File: src/rtl/s2b_pkg.sv
// Shared definitions for the s2b frame parser: sync default, status codes and FSM states.
package s2b_pkg;

  localparam logic [15:0] SYNC_DEFAULT = 16'hA55A;

  typedef enum logic [1:0] {
    ERR_NONE    = 2'd0,
    ERR_LEN     = 2'd1,
    ERR_CSUM    = 2'd2,
    ERR_TIMEOUT = 2'd3
  } s2b_err_e;

  typedef enum logic [1:0] {
    ST_HUNT    = 2'd0,
    ST_LEN     = 2'd1,
    ST_PAYLOAD = 2'd2,
    ST_CSUM    = 2'd3
  } s2b_state_e;

endpackage

File: src/rtl/s2b_sat_cnt.sv
// Up-counter with increment enable that sticks at all-ones instead of wrapping.
module s2b_sat_cnt #(
  parameter int W = 16
) (
  input  logic         dout_clk,
  input  logic         rstn,
  input  logic         inc,
  output logic [W-1:0] cnt
);

  always_ff @(posedge dout_clk or negedge rstn) begin
    if (!rstn) begin
      cnt <= '0;
    end else if (inc && (cnt != {W{1'b1}})) begin
      cnt <= cnt + W'(1);
    end
  end

endmodule

File: src/rtl/s2b_frame_parser.sv
// Frame parser for the 16-bit CDC word stream: sync hunt, length header, cut-through payload,
// additive checksum check, per-frame status pulse and saturating ok/error frame counters.
module s2b_frame_parser
  import s2b_pkg::*;
#(
  parameter logic [15:0] SYNC_WORD = SYNC_DEFAULT,
  parameter int          MAX_LEN   = 64,
  parameter int          TIMEOUT   = 32,
  parameter int          CNT_W     = 16
) (
  input  logic             dout_clk,
  input  logic             rstn,
  input  logic [15:0]      din_word,
  input  logic             din_vld,
  output logic [15:0]      frm_data,
  output logic             frm_vld,
  output logic             frm_sof,
  output logic             frm_eof,
  output logic             frm_done,
  output logic             frm_ok,
  output logic [1:0]       frm_err,
  output logic [CNT_W-1:0] cnt_ok,
  output logic [CNT_W-1:0] cnt_err
);

  localparam int REM_W  = $clog2(MAX_LEN + 1);
  localparam int IDLE_W = $clog2(TIMEOUT + 1);

  // Flow control: din_vld qualifies din_word for exactly one cycle and there is no ready;
  // every qualified word is consumed the cycle it arrives. frm_vld likewise has no ready.

  s2b_state_e        state, state_nxt;
  logic [REM_W-1:0]  rem, rem_nxt;
  logic [IDLE_W-1:0] idle, idle_nxt;
  logic [15:0]       sum, sum_nxt;
  logic              first, first_nxt;

  logic [15:0] data_nxt;
  logic        vld_nxt, sof_nxt, eof_nxt, done_nxt, ok_nxt;
  logic [1:0]  err_nxt;
  logic        idle_expire;

  // A word in the would-expire cycle is processed instead of timing out, since din_vld gates this.
  assign idle_expire = (state != ST_HUNT) && !din_vld && (idle == IDLE_W'(TIMEOUT - 1));

  always_ff @(posedge dout_clk or negedge rstn) begin
    if (!rstn) begin
      state    <= ST_HUNT;
      rem      <= '0;
      idle     <= '0;
      sum      <= '0;
      first    <= 1'b0;
      frm_data <= '0;
      frm_vld  <= 1'b0;
      frm_sof  <= 1'b0;
      frm_eof  <= 1'b0;
      frm_done <= 1'b0;
      frm_ok   <= 1'b0;
      frm_err  <= ERR_NONE;
    end else begin
      state    <= state_nxt;
      rem      <= rem_nxt;
      idle     <= idle_nxt;
      sum      <= sum_nxt;
      first    <= first_nxt;
      frm_data <= data_nxt;
      frm_vld  <= vld_nxt;
      frm_sof  <= sof_nxt;
      frm_eof  <= eof_nxt;
      frm_done <= done_nxt;
      frm_ok   <= ok_nxt;
      frm_err  <= err_nxt;
    end
  end

  always_comb begin
    state_nxt = state;
    rem_nxt   = rem;
    sum_nxt   = sum;
    first_nxt = first;
    data_nxt  = '0;
    vld_nxt   = 1'b0;
    sof_nxt   = 1'b0;
    eof_nxt   = 1'b0;
    done_nxt  = 1'b0;
    ok_nxt    = 1'b0;
    err_nxt   = ERR_NONE;

    if (din_vld || (state == ST_HUNT)) begin
      idle_nxt = '0;
    end else begin
      idle_nxt = idle + IDLE_W'(1);
    end

    case (state)
      ST_HUNT: begin
        if (din_vld && (din_word == SYNC_WORD)) begin
          state_nxt = ST_LEN;
        end
      end
      ST_LEN: begin
        if (din_vld) begin
          if ((din_word == 16'd0) || (din_word > 16'(MAX_LEN))) begin
            done_nxt  = 1'b1;
            err_nxt   = ERR_LEN;
            state_nxt = ST_HUNT;
          end else begin
            rem_nxt   = din_word[REM_W-1:0];
            sum_nxt   = din_word;
            first_nxt = 1'b1;
            state_nxt = ST_PAYLOAD;
          end
        end
      end
      ST_PAYLOAD: begin
        if (din_vld) begin
          vld_nxt   = 1'b1;
          data_nxt  = din_word;
          sof_nxt   = first;
          eof_nxt   = (rem == REM_W'(1));
          first_nxt = 1'b0;
          sum_nxt   = sum + din_word;
          rem_nxt   = rem - REM_W'(1);
          if (rem == REM_W'(1)) begin
            state_nxt = ST_CSUM;
          end
        end
      end
      ST_CSUM: begin
        if (din_vld) begin
          done_nxt  = 1'b1;
          state_nxt = ST_HUNT;
          if (din_word == sum) begin
            ok_nxt = 1'b1;
          end else begin
            err_nxt = ERR_CSUM;
          end
        end
      end
      default: state_nxt = ST_HUNT;
    endcase

    if (idle_expire) begin
      done_nxt  = 1'b1;
      ok_nxt    = 1'b0;
      err_nxt   = ERR_TIMEOUT;
      state_nxt = ST_HUNT;
      idle_nxt  = '0;
    end
  end

  s2b_sat_cnt #(.W(CNT_W)) u_cnt_ok (
    .dout_clk (dout_clk),
    .rstn     (rstn),
    .inc      (done_nxt & ok_nxt),
    .cnt      (cnt_ok)
  );

  s2b_sat_cnt #(.W(CNT_W)) u_cnt_err (
    .dout_clk (dout_clk),
    .rstn     (rstn),
    .inc      (done_nxt & ~ok_nxt),
    .cnt      (cnt_err)
  );

endmodule

File: config.mk
export PLATFORM = sky130hd
export DESIGN_NAME = s2b_frame_parser
export DESIGN_NICKNAME = d
export VERILOG_FILES = /design/src/rtl/s2b_pkg.sv /design/src/rtl/s2b_sat_cnt.sv /design/src/rtl/s2b_frame_parser.sv
export SDC_FILE = /design/constraint.sdc
export NUM_CORES = 1
export LEC_CHECK = 0
export ABC_AREA = 1
export CORE_UTILIZATION = 40
export CTS_BUF_LIST = sky130_fd_sc_hd__clkbuf_8
export DETAILED_ROUTE_END_ITERATION = 16
export PLACE_DENSITY = 0.58
export SLEW_MARGIN = 20
export SYNTH_ARGS = -nofsm -noshare
export SYNTH_HDL_FRONTEND = slang
export SYNTH_SLANG_ARGS = --single-unit
File: constraint.sdc
create_clock -name dout_clk -period 2.7 [get_ports dout_clk]
set_clock_uncertainty 0.15 [all_clocks]
set_input_delay 0.54 -clock dout_clk [delete_from_list [all_inputs] [get_ports dout_clk]]
set_output_delay 0.54 -clock dout_clk [all_outputs]
set_load 0.03 [all_outputs]
==> flow_metrics.py <==
metrics = {
    "floorplan": {
        "dieArea_sq_um": 14200,
        "die_w_microns": 119,
        "die_h_microns": 119,
        "ios": 74,
        "core-area_sq_um": 13300,
        "num_rows": 42,
        "start_util_pct": 41.2,
    },
    "timing": {
        "setup_viol": 0,
        "layout_min_cycle_time_ns": 2.47,
        "fmax_ghz": 0.405,
        "maxSlewHeadroom_pct": 65.8,
        "finalCritPeriodShare_pct": 91.4,
        "hold_violations": 0,
        "rsz0062_at_grt": "no",
        "worst_pin_slew_ns": 0.509,
        "slew_violations": 0,
    },
    "pwr": {
        "power.total_w": 0.00295,
        "seqPwrFrac_pct": 48.3,
        "peakVddDrop_mv": 0.253,
        "netSwitchingFraction_pct": 31.1,
        "switchingPower_w": 0.000916,
        "p_leak_nw": 3.52,
        "pwr_density_cell_nw_per_um2": 429,
        "internal-power_w": 0.00203,
        "pwr-share-comb_pct": 20.8,
        "p_clk_share_pct": 30.9,
    },
    "clocking": {
        "clkSinkCount": 87,
        "cts_made_buffers": 9,
        "htree_levels": 3,
        "cts_tree": "yes",
        "insertion_delay_ns": 0.37,
        "cts-root-buf": "clkbuf_8",
        "clk_path_buf_depth": 2,
        "cts_resized": 0,
        "path_clk_slew_ns": 0.08,
    },
    "synth": {
        "syn_inst": 755,
        "synth-seq-cells": 87,
        "synth_area_leaders": "dfrtp_1 (40%), nand2_1 (16%), nand3_1 (7.8%)",
        "synth_top_family_by_area": "simple AND/OR/NAND/NOR gates",
        "synthMuxAreaShare_pct": 0,
        "synth-simple-area-share_pct": 39.1,
        "postSynthAreaPerCell_sq_um": 7.29,
        "yosysWarningCount": 0,
        "synth_xor_area_share_pct": 4.78,
        "ys.flop_type": "dfrtp_1",
        "synth_area_sq_um": 5500,
        "async_flop_share_pct": 100,
        "synth_area_leader_cell": "dfrtp_1",
        "synth_common_cells": "nand2_1 (239), dfrtp_1 (87), nand3_1 (86), inv_1 (80), nor2_1 (78)",
        "synth_compound_area_share_pct": 3.39,
        "yosysMostFrequentCell": "nand2_1",
        "synth_top_cell_area_share_pct": 39.6,
        "yosysSeqAreaShare_pct": 39.6,
        "synth_cell_types": 40,
        "synth-edff-count": 0,
        "syn_nets": 795,
        "synthAdderAreaFrac_pct": 4.91,
    },
    "worst_setup_path": {
        "regToRegSetupSlack_ns": 0.49,
        "start_kind": "primary input",
        "cpPeakStageDelay_ns": 0.47,
        "critPathSlowestCell": "clkdlybuf4s50_1",
        "rr_worst_depth": 9,
        "required_ns": 2.80,
        "r2r-start": "sum[14]",
        "endpoint_kind": "flop",
        "crit_chain": "clkdlybuf4s50_1 > ha_1 > nor2_1 > nand3_1 > nor2_2 > nand3_2 > nor2_4 > nand2_2 > o21ai_0 > nand2_1",
        "crit_path_max_fanout": 7,
        "crit_type": "in -> reg",
        "cp.arrival_ns": 2.57,
        "startpoint": "din_word[8]",
        "r2r-end": "u_cnt_ok.cnt[2]",
    },
    "worst_hold_path": {
        "worstHoldStart": "rem[1]",
        "hold_path_end": "rem[1]",
        "hold_path_class": "reg -> reg",
        "hold_depth": 2,
    },
    "outcome": {
        "outcome": "finished, final reports clean",
    },
    "routing": {
        "routed-via-count": 5184,
        "drtIter0Drc": 337,
        "firstDrtPassIters": 4,
        "detail-route-antenna-nets": 0,
        "vias_per_cell": 4.96,
        "drc": 0,
        "routedWlPerCell_microns": 13.6,
        "routed_wl_microns": 14200,
    },
    "final_layout": {
        "final_util_pct": 51.5,
        "fill_cells": 1377,
        "fin_nets": 907,
        "insertedDiodeCount": 0,
        "area_growth_pct": 24.9,
        "drive_above_1_share_pct": 12.9,
    },
    "run": {
        "maxCapViolCount": 0,
    },
    "grt": {
        "grt_pass1_wl_microns": 24100,
        "grt_max_degree": 57,
        "antenna_found_initial": 0,
        "grt_pass1_vias": 4940,
        "grt_use_total_pct": 21.5,
        "grt_overflow": 0,
    },
    "place": {
        "portBuffers": 73,
        "dpl.hpwl_microns": 10800,
        "gp_congestion": 0.891,
    },
}
## cell usage in the layout, fill, tap and decap left out, drive strengths merged, types with 2 or more instances in the layout
cell and n:
a21oi 11, buf 41, clkbuf 10, clkdlybuf4s50 72
clkinv 2, dfrtp 87, ha 20, inv 95
nand2 262, nand3 88, nand3b 4, nand4 15
nor2 85, nor3 17, o21ai 19, or2 2
xnor2 13, xor2 17
## state kept, by name (all words and copies together) (netlist names)
register	cells
frm_vld	1
frm_err	2
sum	16
frm_ok	1
frm_sof	1
frm_done	1
state	2
rem	7
u_cnt_ok.cnt	16
frm_eof	1
first	1
frm_data	16
idle	6
u_cnt_err.cnt	16
## area by class of cell
type / count / area (sq um) / area share, %
tap: 176 / 220 / 3.21
timing repair buffer: 114 / 1060 / 15.5
inverter: 95 / 357 / 5.19
clock inverter: 4 / 47.5 / 0.692
sequential: 87 / 2180 / 31.7
clock buffer: 10 / 138 / 2.00
multi-input combinational: 560 / 2870 / 41.7
## worst max-delay path by stage
stage / end / slack [ns]
final: u_cnt_ok.cnt[2] / 0.23
after CTS: u_cnt_ok.cnt[2] / 0.29
after detailed placement: u_cnt_ok.cnt[2] / -0.11
after global routing: u_cnt_ok.cnt[7] / 0.10
after floorplan: u_cnt_ok.cnt[11] / 0.58
after global placement: u_cnt_err.cnt[1] / -0.08
## power groups by stage
stage | logic, W | clock network [W] | registers, W
floorplan | 0.000329 | 0 | 0.00149
global placement | 0.000604 | 0 | 0.00145
detailed placement | 0.000617 | 0 | 0.00145
CTS | 0.000620 | 0.000942 | 0.00142
global route | 0.000686 | 0.000992 | 0.00143
finish | 0.000614 | 0.000910 | 0.00142
## per-stage QoR
| step | setup WS (ns) | setup TNS [ns] | instance area [sq um] | std cells | hold WS, ns |
|---|---|---|---|---|---|
| after floorplan | 0.577 | 0 | 5500 | 755 | 0.0944 |
| after global placement | -0.0766 | -1.33 | 6680 | 1031 | 0.307 |
| after CTS | 0.291 | 0 | 6870 | 1046 | 0.330 |
| after detailed placement | -0.109 | -1.51 | 6680 | 1031 | 0.309 |
| after global routing | 0.104 | 0 | 6870 | 1046 | 0.351 |
| final | 0.232 | 0 | 6870 | 1046 | 0.330 |
## worst max-delay path, delay by kind of cell
kind | cells | cell delay, ns
compound gates | 1 | 0.22
buf+inv | 1 | 0.47
simple gates | 7 | 0.97
fa+ha+maj | 1 | 0.35
## layer usage
layer | share of wire, % | vias up | global-route usage [%]
met2 | 44 | 104 | 33.4
met5 | 0 | - | 0
li1 | - | 2604 | -
met3 | 4.2 | 15 | 4.89
met4 | 1.6 | 0 | 5.62
met1 | 50 | 2461 | 30.0
## cells by family after synthesis
family                     after synthesis
DFF                                     87
buffers and inverters                  108
adders and majority gates               21
and+or+nand+nor                        476
AOI/OAI and AO/OA                       33
xor gates and xnor gates                30
## repair_timing
action	4_1_cts	5_1_grt
buffers inserted	0	0
hold buffers	1	0
endpoints found under the hold margin	31	0
Power figures use the tool's default switching activity.
